[config.mk]
export PLATFORM = sky130hd
export DESIGN_NAME = bram_preload_ctl_flat
export DESIGN_NICKNAME = d
export VERILOG_FILES = /design/src/rtl/bram_preload_ctl_if.sv /design/src/rtl/bram_preload_ctl.sv /design/src/flat_wrapper.sv
export SDC_FILE = /design/constraint.sdc
export NUM_CORES = 1
export LEC_CHECK = 0
export CAP_MARGIN = 20
export CELL_PAD_IN_SITES_DETAIL_PLACEMENT = 1
export CELL_PAD_IN_SITES_GLOBAL_PLACEMENT = 1
export CORE_MARGIN = 8
export CORE_UTILIZATION = 38
export DETAILED_ROUTE_END_ITERATION = 12
export PLACE_DENSITY_LB_ADDON = 0.05
export RECOVER_POWER = 50
export SETUP_SLACK_MARGIN = 0.5
export SLEW_MARGIN = 20
export SYNTH_ARGS = -nofsm -noshare
export SYNTH_HDL_FRONTEND = slang
export SYNTH_SLANG_ARGS = --single-unit
[constraint.sdc]
create_clock -name PL_CLK -period 5.86 [get_ports PL_CLK]
set_clock_uncertainty 0.05 [all_clocks]
set_input_delay 0.879 -clock PL_CLK [delete_from_list [all_inputs] [get_ports PL_CLK]]
set_output_delay 0.879 -clock PL_CLK [all_outputs]
set_load 0.1 [all_outputs]
[src/rtl/bram_preload_ctl_if.sv]
// Preload write stream and PL_* RAM bus between bram_preload_ctl (master) and the RAM array side (slave).
interface bram_preload_ctl_if;
    logic        s_valid;
    logic        s_ready;
    logic [17:0] s_data;
    logic        PL_INIT;
    logic        PL_ENA;
    logic        PL_WEN;
    logic        PL_REN;
    logic [31:0] PL_ADDR;
    logic [17:0] PL_DATA_IN;
    logic [17:0] PL_DATA_OUT;

    modport master (
        input  s_valid, s_data, PL_DATA_OUT,
        output s_ready, PL_INIT, PL_ENA, PL_WEN, PL_REN, PL_ADDR, PL_DATA_IN
    );

    modport slave (
        output s_valid, s_data, PL_DATA_OUT,
        input  s_ready, PL_INIT, PL_ENA, PL_WEN, PL_REN, PL_ADDR, PL_DATA_IN
    );
endinterface

[src/rtl/bram_preload_ctl.sv]
// Preload bus master: streams words into one RAM (or all, by broadcast) over PL_*.
// Define BRAM_PRELOAD_VERIFY_EN to build the readback checksum pass and err.
//
// state  | meaning
// IDLE   | waiting for start; cfg latched when it arrives
// WRITE  | accepting stream words, one PL_WEN strobe per handshake
// VERIFY | reading back 0..N-1 and summing PL_DATA_OUT (BRAM_PRELOAD_VERIFY_EN only)
// FIN    | drop enables, pulse done
module bram_preload_ctl #(
    parameter int DEPTH     = 1024,
    parameter int IDX_WIDTH = 10
) (
    input  logic                      PL_CLK,
    input  logic                      PL_RST_n,
    input  logic                      start,
    input  logic [15:0]               cfg_ram_id,
    input  logic [10:0]               cfg_words,
    input  logic                      cfg_bcast,
    output logic                      busy,
    output logic                      done,
    output logic                      err,
    bram_preload_ctl_if.master        pl
);

    localparam logic [10:0] DEPTH_W = 11'(DEPTH);
    localparam int          PAD_W   = 15 - IDX_WIDTH;

    typedef enum logic [1:0] {IDLE, WRITE, VERIFY, FIN} state_t;

    state_t                 state_q, state_d;
    logic [15:0]            id_q, id_d;
    logic                   bcast_q, bcast_d;
    logic [10:0]            n_q, n_d;
    logic [10:0]            idx_q, idx_d;
    logic [17:0]            wsum_q, wsum_d;
    logic                   s_ready_q, s_ready_d;
    logic                   init_q, init_d;
    logic                   ena_q, ena_d;
    logic                   wen_q, wen_d;
    logic [IDX_WIDTH-1:0]   addr_idx_q, addr_idx_d;
    logic [17:0]            data_q, data_d;
    logic                   busy_q, busy_d;
    logic                   done_q, done_d;
    logic [10:0]            n_clamp;

    assign n_clamp = (cfg_words > DEPTH_W) ? DEPTH_W : cfg_words;

`ifdef BRAM_PRELOAD_VERIFY_EN
    logic                   ren_q, ren_d;
    logic                   rd_pend_q, rd_pend_d;
    logic [10:0]            rcnt_q, rcnt_d;
    logic [17:0]            rsum_q, rsum_d;
    logic                   err_q, err_d;
`endif

    always_ff @(posedge PL_CLK or negedge PL_RST_n) begin
        if (!PL_RST_n) begin
            state_q    <= IDLE;
            id_q       <= '0;
            bcast_q    <= 1'b0;
            n_q        <= '0;
            idx_q      <= '0;
            wsum_q     <= '0;
            s_ready_q  <= 1'b0;
            init_q     <= 1'b0;
            ena_q      <= 1'b0;
            wen_q      <= 1'b0;
            addr_idx_q <= '0;
            data_q     <= '0;
            busy_q     <= 1'b0;
            done_q     <= 1'b0;
`ifdef BRAM_PRELOAD_VERIFY_EN
            ren_q      <= 1'b0;
            rd_pend_q  <= 1'b0;
            rcnt_q     <= '0;
            rsum_q     <= '0;
            err_q      <= 1'b0;
`endif
        end else begin
            state_q    <= state_d;
            id_q       <= id_d;
            bcast_q    <= bcast_d;
            n_q        <= n_d;
            idx_q      <= idx_d;
            wsum_q     <= wsum_d;
            s_ready_q  <= s_ready_d;
            init_q     <= init_d;
            ena_q      <= ena_d;
            wen_q      <= wen_d;
            addr_idx_q <= addr_idx_d;
            data_q     <= data_d;
            busy_q     <= busy_d;
            done_q     <= done_d;
`ifdef BRAM_PRELOAD_VERIFY_EN
            ren_q      <= ren_d;
            rd_pend_q  <= rd_pend_d;
            rcnt_q     <= rcnt_d;
            rsum_q     <= rsum_d;
            err_q      <= err_d;
`endif
        end
    end

    always_comb begin
        state_d    = state_q;
        id_d       = id_q;
        bcast_d    = bcast_q;
        n_d        = n_q;
        idx_d      = idx_q;
        wsum_d     = wsum_q;
        s_ready_d  = s_ready_q;
        init_d     = init_q;
        ena_d      = ena_q;
        wen_d      = 1'b0;
        addr_idx_d = addr_idx_q;
        data_d     = data_q;
        busy_d     = busy_q;
        done_d     = 1'b0;
`ifdef BRAM_PRELOAD_VERIFY_EN
        ren_d      = 1'b0;
        rd_pend_d  = ren_q;
        rcnt_d     = rcnt_q;
        rsum_d     = rsum_q;
        err_d      = err_q;
`endif
        case (state_q)
            IDLE: begin
                // done_q still high means FIN was the previous cycle; that start is dropped
                if (start && !done_q) begin
                    id_d    = cfg_ram_id;
                    bcast_d = cfg_bcast;
                    n_d     = n_clamp;
                    idx_d   = '0;
                    wsum_d  = '0;
                    busy_d  = 1'b1;
`ifdef BRAM_PRELOAD_VERIFY_EN
                    rcnt_d  = '0;
                    rsum_d  = '0;
                    err_d   = 1'b0;
`endif
                    if (n_clamp == 11'd0) begin
                        state_d = FIN;
                    end else begin
                        state_d   = WRITE;
                        s_ready_d = 1'b1;
                        ena_d     = 1'b1;
                        init_d    = cfg_bcast;
                    end
                end
            end
            WRITE: begin
                if (pl.s_valid && s_ready_q) begin
                    wen_d      = 1'b1;
                    addr_idx_d = idx_q[IDX_WIDTH-1:0];
                    data_d     = pl.s_data;
                    idx_d      = idx_q + 11'd1;
                    wsum_d     = wsum_q + pl.s_data;
                    if (idx_q == n_q - 11'd1) begin
                        s_ready_d = 1'b0;
                        idx_d     = '0;
`ifdef BRAM_PRELOAD_VERIFY_EN
                        state_d   = VERIFY;
`else
                        state_d   = FIN;
`endif
                    end
                end
            end
`ifdef BRAM_PRELOAD_VERIFY_EN
            VERIFY: begin
                if (idx_q != n_q) begin
                    ren_d      = 1'b1;
                    addr_idx_d = idx_q[IDX_WIDTH-1:0];
                    idx_d      = idx_q + 11'd1;
                end
                // rd_pend_q marks the cycle the RAM's registered read data is on PL_DATA_OUT
                if (rd_pend_q) begin
                    rsum_d = rsum_q + pl.PL_DATA_OUT;
                    rcnt_d = rcnt_q + 11'd1;
                    if (rcnt_q == n_q - 11'd1) begin
                        err_d   = ((rsum_q + pl.PL_DATA_OUT) != wsum_q);
                        state_d = FIN;
                    end
                end
            end
`endif
            FIN: begin
                done_d    = 1'b1;
                busy_d    = 1'b0;
                s_ready_d = 1'b0;
                ena_d     = 1'b0;
                init_d    = 1'b0;
                state_d   = IDLE;
            end
            default: state_d = IDLE;
        endcase
    end

    assign pl.s_ready    = s_ready_q;
    assign pl.PL_INIT    = init_q;
    assign pl.PL_ENA     = ena_q;
    assign pl.PL_WEN     = wen_q;
    assign pl.PL_ADDR    = {id_q, {PAD_W{1'b0}}, addr_idx_q, 1'b0};
    assign pl.PL_DATA_IN = data_q;
    assign busy          = busy_q;
    assign done          = done_q;

`ifdef BRAM_PRELOAD_VERIFY_EN
    assign pl.PL_REN = ren_q;
    assign err       = err_q;
`else
    logic unused_dout;
    assign unused_dout = ^pl.PL_DATA_OUT;
    assign pl.PL_REN   = 1'b0;
    assign err         = 1'b0;
`endif

endmodule

[src/flat_wrapper.sv]
// flat-port wrapper written by rule: the top's interface ports become plain ports
module bram_preload_ctl_flat 
#(
    parameter int DEPTH     = 1024,
    parameter int IDX_WIDTH = 10
)
  (PL_CLK, PL_RST_n, start, cfg_ram_id, cfg_words, cfg_bcast, busy, done, err, pl_s_valid, pl_s_data, pl_PL_DATA_OUT, pl_s_ready, pl_PL_INIT, pl_PL_ENA, pl_PL_WEN, pl_PL_REN, pl_PL_ADDR, pl_PL_DATA_IN);
  bram_preload_ctl_if pl_i ();
  input  logic PL_CLK;
  input  logic PL_RST_n;
  input  logic start;
  input  logic [15:0] cfg_ram_id;
  input  logic [10:0] cfg_words;
  input  logic cfg_bcast;
  output logic busy;
  output logic done;
  output logic err;
  input wire logic [$bits(pl_i.s_valid)-1:0] pl_s_valid;
  input wire logic [$bits(pl_i.s_data)-1:0] pl_s_data;
  input wire logic [$bits(pl_i.PL_DATA_OUT)-1:0] pl_PL_DATA_OUT;
  output wire logic [$bits(pl_i.s_ready)-1:0] pl_s_ready;
  output wire logic [$bits(pl_i.PL_INIT)-1:0] pl_PL_INIT;
  output wire logic [$bits(pl_i.PL_ENA)-1:0] pl_PL_ENA;
  output wire logic [$bits(pl_i.PL_WEN)-1:0] pl_PL_WEN;
  output wire logic [$bits(pl_i.PL_REN)-1:0] pl_PL_REN;
  output wire logic [$bits(pl_i.PL_ADDR)-1:0] pl_PL_ADDR;
  output wire logic [$bits(pl_i.PL_DATA_IN)-1:0] pl_PL_DATA_IN;
  assign pl_i.s_valid = pl_s_valid;
  assign pl_i.s_data = pl_s_data;
  assign pl_i.PL_DATA_OUT = pl_PL_DATA_OUT;
  assign pl_s_ready = pl_i.s_ready;
  assign pl_PL_INIT = pl_i.PL_INIT;
  assign pl_PL_ENA = pl_i.PL_ENA;
  assign pl_PL_WEN = pl_i.PL_WEN;
  assign pl_PL_REN = pl_i.PL_REN;
  assign pl_PL_ADDR = pl_i.PL_ADDR;
  assign pl_PL_DATA_IN = pl_i.PL_DATA_IN;
  bram_preload_ctl #(.DEPTH(DEPTH), .IDX_WIDTH(IDX_WIDTH)) u_core (.PL_CLK(PL_CLK), .PL_RST_n(PL_RST_n), .start(start), .cfg_ram_id(cfg_ram_id), .cfg_words(cfg_words), .cfg_bcast(cfg_bcast), .busy(busy), .done(done), .err(err), .pl(pl_i));
endmodule
==> results of run 1 <==
worst max-delay path, delay by kind of cell:
| family | cells | cell delay, ns |
|---|---|---|
| compound gates | 2 | 0.55 |
| buf+inv | 2 | 1.67 |
| simple gates | 2 | 0.21 |
flip-flops by register name, indices dropped and copies added (netlist names), 2 cells and up:
signal / flops
u_core.state_q: 2
u_core.n_q: 11
u_core.pl.PL_DATA_IN: 18
u_core.id_q: 16
u_core.idx_q: 11
u_core.addr_idx_q: 10
worst min-delay path by stage:
stage | cells past startpoint | slack (ns) | endpoint | from
floorplan | 2 | 0.44 | u_core.n_q[9] | u_core.n_q[9]
global placement | 2 | 0.42 | u_core.addr_idx_q[2] | u_core.addr_idx_q[2]
detailed placement | 2 | 0.42 | u_core.addr_idx_q[2] | u_core.addr_idx_q[2]
CTS | 2 | 0.44 | u_core.addr_idx_q[2] | u_core.addr_idx_q[2]
global route | 1 | 0.47 | u_core.pl.PL_DATA_IN[5] | u_core.pl.PL_DATA_IN[5]
finish | 2 | 0.44 | u_core.addr_idx_q[2] | u_core.addr_idx_q[2]
layer usage:
| layer | routed length, µm | vias up | GRT usage [%] | share of wire (%) |
|---|---|---|---|---|
| met1 | 4140 | 1394 | 18.3 | 44 |
| met4 | 165 | 0 | 7.63 | 1.7 |
| met5 | 0 | - | 0 | 0 |
| li1 | - | 1352 | - | - |
| met2 | 4620 | 58 | 24.8 | 49 |
| met3 | 570 | 12 | 4.85 | 6.0 |
area by class of cell:
type,instances,area share [%]
multi-input combinational,227,34.3
clock inverter,2,0.710
antenna,1,0.0507
inverter,8,0.608
tap,133,3.37
timing repair buffer,101,20.2
clock buffer,14,3.30
sequential,74,37.5
through the flow:
step / setup slack [ns] / hold WS (ns) / std cells / instance area (µm²)
floorplan: 3.52 / 0.441 / 335 / 3710
global placement: 3.02 / 0.418 / 543 / 4740
detailed placement: 2.91 / 0.424 / 543 / 4740
CTS: 2.89 / 0.444 / 559 / 4940
global route: 2.42 / 0.471 / 560 / 4940
finish: 2.72 / 0.441 / 560 / 4940
kinds of logic (layout without fill, tap and decap cells):
group / after synthesis / count (layout) / synth area share, %
other cells: 1 / 9 / 0.102
fa+ha+maj: 6 / 6 / 2.04
compound gates: 62 / 62 / 12.4
flops: 74 / 74 / 50.2
simple gates: 90 / 90 / 12.9
mux: 48 / 48 / 14.6
buf+inv: 34 / 125 / 4.58
xor+xnor: 13 / 13 / 3.09
Yosys cell counts, drive strengths merged, types with 3 or more instances:
cell	instances	area share, %
and3	4	0.68
o21ai	16	2.2
nor2b	4	0.68
nor4	5	0.85
a22o	4	0.95
a41oi	3	0.71
o31ai	5	1.0
buf	12	2.3
nand3	14	1.9
o41ai	5	1.7
ha	6	2.0
nor2	14	1.6
inv	8	0.81
nand2b	7	1.2
xor2	7	1.7
a211oi	3	0.61
nor3	7	1.1
clkbuf	14	1.4
o211ai	3	0.61
dfrtp	74	50
xnor2	6	1.4
mux2	46	14
nand2	25	2.5
a21oi	8	1.3
a31oi	3	0.51
==> flow_summary.json, run 1 <==
{
  "status": "complete, but fails checks",
  "violations": "capacitance limit, slew limit",
  "grtUsageTotal_pct": 15.5,
  "viasPerCell": 5.03,
  "die_area_um2": 13100,
  "ctsHtreeMaxLevel": 3,
  "top_level_ports": 126,
  "grt_pass1_wl_mm": 16.0,
  "seq_area_um2": 1850,
  "cts_buffers": 9,
  "cts_num_sinks": 74,
  "tightest_slew_ns": 1.55,
  "antenna_found_initial": 1,
  "fin_util_pct": 51.4,
  "netlist_area_um2": 3690,
  "synth.avg_cell_area_um2": 11.2,
  "routed_wl_mm": 9.50,
  "drv_slew": 66,
  "clk_latency_ns": 0.35,
  "critPathCaptureType": "flop",
  "drc_errors": 0,
  "async_flop_share_pct": 100,
  "hp-class": "reg -> reg",
  "yosys.cell_types.count": 54,
  "die_h_um": 114,
  "max_freq_mhz": 319,
  "final_nets": 495,
  "crit_chain": "dlygate4sd3_1 -> nor2b_1 -> nand2_1 -> clkbuf_1 -> a21oi_1 -> a22o_1",
  "reg2reg_to": "u_core.pl.PL_DATA_IN[16]",
  "ctsResizeCount": 0,
  "clockBufferDepth": 2,
  "overflow": 0,
  "hpwl_mm": 6.83,
  "ys_seq_area_share_pct": 50.2,
  "cp_slowest_cell": "clkbuf_1",
  "fin_tns_setup_ns": 0,
  "cts.reportedPaths.clkPinSlew_ns": 0.07,
  "grt_setup_unrepaired": "no",
  "gp_congestion": 0.760,
  "fin_crit_sh_pct": 53.5,
  "start_kind": "primary input",
  "start_util_pct": 38.4,
  "endpoint": "u_core.n_q[3]",
  "synth_edf_count": 0,
  "r2r_setup_slack_ns": 2.94,
  "max_stage_delay_ns": 1.12,
  "port_buffers": 99,
  "cts_hold_buf": 0,
  "reg2reg_from": "u_core.state_q[1]",
  "grt_pass1_vias": 3102,
  "arrival_ns": 3.32,
  "firstDrtPassIters": 4,
  "final.min_clock_period_ns": 3.14,
  "areaGrowthSynthToFinish_pct": 33.9,
  "crit_fanout": 34,
  "setup.worst_path.start": "start",
  "drt-wirelength-per-cell_um": 17.0,
  "finalSetupViolCount": 0,
  "cts_setup_buffers": 0,
  "finalHoldViolCount": 0,
  "cap_violations": 2,
  "path_class": "in -> reg",
  "row_count": 36,
  "postSynthCellCount": 328,
  "postSynthRegisterBits": 74,
  "drive_gt1_share_pct": 16.2,
  "cts_tree": "yes",
  "grt_max_degree": 75,
  "final_cell_mix": "clkdlybuf4s50_1, dfrtp_1, mux2_2, nand2_1, o21ai_0",
  "root_buffer": "clkbuf_8",
  "multi_input_area_um2": 1690,
  "drtIter0Drc": 102,
  "design.core.area_um2": 9590,
  "die_w_um": 114,
  "num-fill-cells": 1040,
  "yosysWarnings": 0,
  "slew_headroom_pct": -3.60,
  "ant_nets": 0,
  "vias": 2816,
  "cp.required_ns": 6.04,
  "synth_ff_type": "dfrtp_1",
  "r2r_cells": 5,
  "layout_commonest_cell": "clkdlybuf4s50_1"
}
Power of run 1 is not shown: default switching activity piles up to over one toggle a cycle in this logic, so the estimate is an artifact.
==> run 2, diff against run 1 <==
--- a/config.mk
+++ b/config.mk
@@ -9,7 +9,7 @@
 export CELL_PAD_IN_SITES_DETAIL_PLACEMENT = 1
 export CELL_PAD_IN_SITES_GLOBAL_PLACEMENT = 1
 export CORE_MARGIN = 8
-export CORE_UTILIZATION = 38
+export CORE_UTILIZATION = 31
 export DETAILED_ROUTE_END_ITERATION = 12
 export PLACE_DENSITY_LB_ADDON = 0.05
 export RECOVER_POWER = 50
==> constraint.sdc (replaced) <==
create_clock -name PL_CLK -period 2.8 [get_ports PL_CLK]
set_clock_uncertainty 0.05 [all_clocks]
set_input_delay 0.42 -clock PL_CLK [delete_from_list [all_inputs] [get_ports PL_CLK]]
set_output_delay 0.42 -clock PL_CLK [all_outputs]
set_load 0.1 [all_outputs]
==> run 2 against run 1 <==
  * The flow now finishes without violations
  * Flip-flop and latch count did not move
  * First-iteration DRC count fell by 28%
  * Die area rose by 19%
  * Final area rose by 6.2%
  * Register-to-register slack got worse by 2.4 ns
  * Clock-buffer cell count fell by 5
  * Setup slack got worse by 2.2 ns
  * Via count rose by 7.1%
  * Routed wire length rose by 8.8%
  * Non-clock buffer count rose by 25
  * Critical path depth rose by 3
  * Critical endpoint is now u_core.idx_q[6]
  * Highest routed layer unchanged
==> flow_summary.json, run 2 (synthesized netlist as in run 1, its figures left out) <==
{
  "final_nets": 520,
  "cpMostUsedCell": "buf_4",
  "cts.reportedPaths.clkPinSlew_ns": 0.06,
  "grt_busiest_layer": "met2",
  "cp.required_ns": 2.99,
  "port_buffers": 99,
  "finalSetupViolCount": 0,
  "grtUsageTotal_pct": 13.6,
  "use_met1_pct": 15.1,
  "finalHoldViolCount": 0,
  "clk_latency_ns": 0.34,
  "cts_buffers": 9,
  "grt_pass1_wl_mm": 17.0,
  "routed_wl_mm": 10.3,
  "drv_slew": 0,
  "cts_num_sinks": 74,
  "largest_reg_flops": 18,
  "crit_chain": "inv_2 -> ha_4 -> or4b_4 -> o211a_1 -> a21oi_2 -> buf_4 -> o41ai_4 -> buf_4 -> o41ai_2",
  "cts_tree": "yes",
  "start_util_pct": 31.2,
  "antenna_found_initial": 0,
  "layout_commonest_cell": "dfrtp_1",
  "root_buffer": "clkbuf_16",
  "drt-wirelength-per-cell_um": 17.3,
  "status": "finished clean",
  "drive_gt1_share_pct": 32.4,
  "overflow": 0,
  "tightest_slew_ns": 1.20,
  "drc_errors": 0,
  "path_class": "reg -> reg",
  "grt_max_degree": 42,
  "die_h_um": 125,
  "die_w_um": 125,
  "gr-usage-met3_pct": 4.76,
  "slew_headroom_pct": 20.2,
  "design.core.area_um2": 11800,
  "cp_slowest_cell": "or4b_4",
  "cap_violations": 0,
  "fin_crit_sh_pct": 80.9,
  "max_freq_mhz": 441,
  "grtUsageMet2_pct": 22.6,
  "final.min_clock_period_ns": 2.27,
  "crit_fanout": 5,
  "final_cell_mix": "dfrtp_1, buf_4, clkdlybuf4s50_1, mux2_2, nand2_1",
  "antenna_cells": 0,
  "hp-class": "reg -> reg",
  "start_kind": "flop",
  "fin_tns_setup_ns": 0,
  "ant_nets": 0,
  "die_area_um2": 15600,
  "critPathCaptureType": "flop",
  "hpwl_mm": 7.62,
  "arrival_ns": 2.46,
  "grt_pass1_vias": 3348,
  "ctsHtreeMaxLevel": 3,
  "gp_congestion": 0.759,
  "firstDrtPassIters": 4,
  "num-fill-cells": 1294,
  "grt_setup_unrepaired": "yes",
  "top_level_ports": 126,
  "areaGrowthSynthToFinish_pct": 42.2,
  "row_count": 40,
  "vias": 3016,
  "clockBufferDepth": 2,
  "drtIter0Drc": 73,
  "viasPerCell": 5.04,
  "max_stage_delay_ns": 0.48
}
==> run 2: worst max-delay path, delay by kind of cell, from the launching register on <==
kind                     cells  cell delay (ns)
AND/OR/NAND/NOR              1             0.48
buffers and inverters        3             0.39
flip-flops                   1             0.38
adder cells (fa/ha/maj)      1             0.14
AO/OA/AOI/OAI                4             0.73
==> run 2: area by class of cell <==
class,instances,area (µm²),share of cell area [%]
timing repair buffer,126,997,19.0
clock buffer,9,225,4.30
tap,147,184,3.51
inverter,8,30.0,0.573
sequential,74,1860,35.4
multi-input combinational,227,1830,35.0
clock inverter,7,116,2.22
==> run 2: final timing paths <==
check                                          end            startpoint  slack, ns  cells after the start
setup / recovery                   u_core.idx_q[6]         u_core.n_q[0]       0.53                      9
max in group asynchronous            u_core.n_q[2]              PL_RST_n       1.26                      3
min in group asynchronous  u_core.pl.PL_DATA_IN[5]              PL_RST_n       0.70                      2
setup reg to reg                   u_core.idx_q[6]         u_core.n_q[0]       0.53                      9
hold reg to reg               u_core.addr_idx_q[2]  u_core.addr_idx_q[2]       0.44                      2
hold / removal                u_core.addr_idx_q[2]  u_core.addr_idx_q[2]       0.44                      2
==> run 2: routing by layer <==
metal  wire (µm)  share of wire (%)
met3         666                6.4
met1        4290                 42
met5           0                  0
met4         213                2.1
met2        5160                 50
==> run 2: what timing repair did <==
action,CTS,global route
setup endpoints to repair,11,14
hold endpoints to repair,28,0
resized for setup,11,17
cloned,1,0
setup buffers,1,5
hold buffers,1,0
pin swaps,3,3
==> run 2: per-stage QoR <==
step | setup WS [ns] | hold WS, ns | util [%] | instances | cell area (µm²)
after floorplan | 0.493 | 0.0744 | - | 335 | 3720
after global placement | 0.411 | 0.367 | 40.5 | 574 | 4780
after detailed placement | 0.364 | 0.367 | 40.5 | 574 | 4780
after CTS | 0.485 | 0.448 | 44.1 | 593 | 5210
after global routing | 0.425 | 0.471 | 44.4 | 598 | 5240
final | 0.534 | 0.438 | 44.4 | 598 | 5240
Power of run 2 is left out for the same reason.
==> run 3, diff against run 2 <==
--- a/config.mk
+++ b/config.mk
@@ -9,7 +9,7 @@
 export CELL_PAD_IN_SITES_DETAIL_PLACEMENT = 1
 export CELL_PAD_IN_SITES_GLOBAL_PLACEMENT = 1
 export CORE_MARGIN = 8
-export CORE_UTILIZATION = 31
+export CORE_UTILIZATION = 35
 export DETAILED_ROUTE_END_ITERATION = 12
 export PLACE_DENSITY_LB_ADDON = 0.05
 export RECOVER_POWER = 50
==> constraint.sdc (replaced) <==
create_clock -name PL_CLK -period 2.2 [get_ports PL_CLK]
set_clock_uncertainty 0.05 [all_clocks]
set_input_delay 0.33 -clock PL_CLK [delete_from_list [all_inputs] [get_ports PL_CLK]]
set_output_delay 0.33 -clock PL_CLK [all_outputs]
set_load 0.1 [all_outputs]
==> run 3 against run 2 <==
  * The flow now finishes with violations (setup timing)
  * First-iteration DRC count is 32% higher
  * Hold slack lost 0.058 ns
  * Die area is 10% lower
  * Setup slack worse by 0.73 ns
  * Largest cell class is now multi-input gates
  * Register-to-register slack got worse by 0.73 ns
==> flow_summary.json, run 3 (synthesized netlist as in run 1, its figures left out) <==
{
  "critPathBufInv": 2,
  "fin_crit_sh_pct": 109,
  "cts_buffers": 9,
  "critPathCaptureType": "flop",
  "start_kind": "flop",
  "areaGrowthSynthToFinish_pct": 48.1,
  "vias": 3071,
  "antenna_cells": 0,
  "gp_congestion": 0.753,
  "viasPerCell": 4.99,
  "hold_path.startpoint": "cfg_words[8]",
  "cts_tree": "yes",
  "routed_wl_mm": 11.0,
  "setup_ws_ns": -0.192,
  "tightest_slew_ns": 1.13,
  "drive_gt1_share_pct": 42.1,
  "ctsHtreeMaxLevel": 3,
  "largest_reg_flops": 18,
  "port_buffers": 99,
  "clockBufferDepth": 2,
  "clk_latency_ns": 0.35,
  "cap_violations": 0,
  "cp.required_ns": 2.39,
  "top_level_ports": 126,
  "arrival_ns": 2.59,
  "grt_setup_unrepaired": "yes",
  "layout_commonest_cell": "dfrtp_1",
  "firstDrtPassIters": 4,
  "hpwl_mm": 7.82,
  "die_w_um": 119,
  "grt_max_degree": 45,
  "setup.worst_path.start": "u_core.n_q[1]",
  "antenna_found_initial": 0,
  "grt_pass1_wl_mm": 18.6,
  "die_h_um": 119,
  "slew_headroom_pct": 24.4,
  "path_class": "reg -> reg",
  "drtIter0Drc": 96,
  "grt_pass1_vias": 3638,
  "pre_cts_ws_ns": -0.209,
  "ant_nets": 0,
  "drt-wirelength-per-cell_um": 17.9,
  "final_cell_mix": "dfrtp_1, buf_4, mux2_2, clkdlybuf4s50_1, clkbuf_2",
  "hp-class": "in -> reg",
  "row_count": 37,
  "overflow": 0,
  "finalHoldViolCount": 0,
  "design.core.area_um2": 10300,
  "grtUsageTotal_pct": 16.2,
  "final.min_clock_period_ns": 2.39,
  "fin_tns_setup_ns": -1.89,
  "die_area_um2": 14100,
  "start_util_pct": 35.9,
  "finalSetupViolCount": 14,
  "crit_fanout": 5,
  "reg2reg_from": "u_core.n_q[1]",
  "drc_errors": 0,
  "crit_chain": "inv_1 -> ha_2 -> or4b_4 -> nor3_4 -> a21oi_4 -> nand4bb_4 -> buf_6 -> a221o_1 -> o21bai_1",
  "status": "complete, but fails checks",
  "final_nets": 549,
  "max_freq_mhz": 418,
  "cts_num_sinks": 74,
  "violations": "setup timing",
  "drv_slew": 0,
  "critPathTopFamily": "simple AND/OR/NAND/NOR gates",
  "root_buffer": "clkbuf_8",
  "cp_slowest_cell": "or4b_4",
  "cts.reportedPaths.clkPinSlew_ns": 0.09,
  "max_stage_delay_ns": 0.49
}
[run 3: cell count changes in the layout (fill, tap and decap cells not counted), sizes merged]
cell,delta
bufbuf,+1
bufinv,-1
clkinv,-1
buf,+9
inv,-1
dlygate4sd2,+7
clkdlybuf4s50,-7
clkbuf,+22
[run 3: final timing paths]
kind                                                end  slack [ns]  depth (start not counted)
worst max-delay path                    u_core.idx_q[8]       -0.19                          9
worst min-delay path                      u_core.n_q[8]        0.38                          3
worst max register to register          u_core.idx_q[8]       -0.19                          9
worst min register to register     u_core.addr_idx_q[2]        0.45                          2
max in group asynchronous          u_core.addr_idx_q[0]        0.43                          3
min in group asynchronous       u_core.pl.PL_DATA_IN[7]        0.71                          2
[run 3: timing repair]
item | CTS | global route
hold buffers | 1 | 0
pin swaps | 7 | 3
cloned | 3 | 0
setup buffers | 4 | 2
endpoints found under the hold margin | 42 | 0
setup endpoints to repair | 70 | 41
resized for setup | 35 | 15
[run 3: worst min-delay path, delay by kind of cell]
family / cells / cell delay [ns]
buffers and inverters: 1 / 0.27
and+or+nand+nor: 1 / 0.07
AOI/OAI and AO/OA: 1 / 0.07
[run 3: area by class of cell]
| cell class | instances | area (µm²) |
|---|---|---|
| clock inverters | 4 | 72.6 |
| clock buffers | 12 | 165 |
| multi-input cells | 227 | 1900 |
| well taps | 136 | 170 |
| fillers | 1151 | 4820 |
| flip-flops and latches | 74 | 1860 |
| inverters | 8 | 30.0 |
| repair buffers | 155 | 1260 |
[run 3: metal layers]
layer	part of all wire, %	up-vias	global-route usage (%)	wire [µm]
li1	-	1457	-	-
met1	42	1540	18.6	4640
met2	51	67	27.9	5610
met3	6.1	7	5.90	676
met4	0.79	0	4.35	87
met5	0	-	0	0
[run 3: stage by stage]
| stage | std cells | instance area (µm²) | hold slack, ns | util (%) |
|---|---|---|---|---|
| 6_report | 616 | 5460 | 0.380 | 53.1 |
| 5_1_grt | 616 | 5460 | 0.376 | 53.1 |
| 4_1_cts | 614 | 5480 | 0.336 | 53.3 |
| 3_5_place_dp | 590 | 5000 | 0.325 | 48.6 |
| 3_3_place_gp | 590 | 5000 | 0.319 | 48.6 |
| 2_1_floorplan | 335 | 3740 | -0.0156 | - |
Power of run 3 is left out for the same reason.
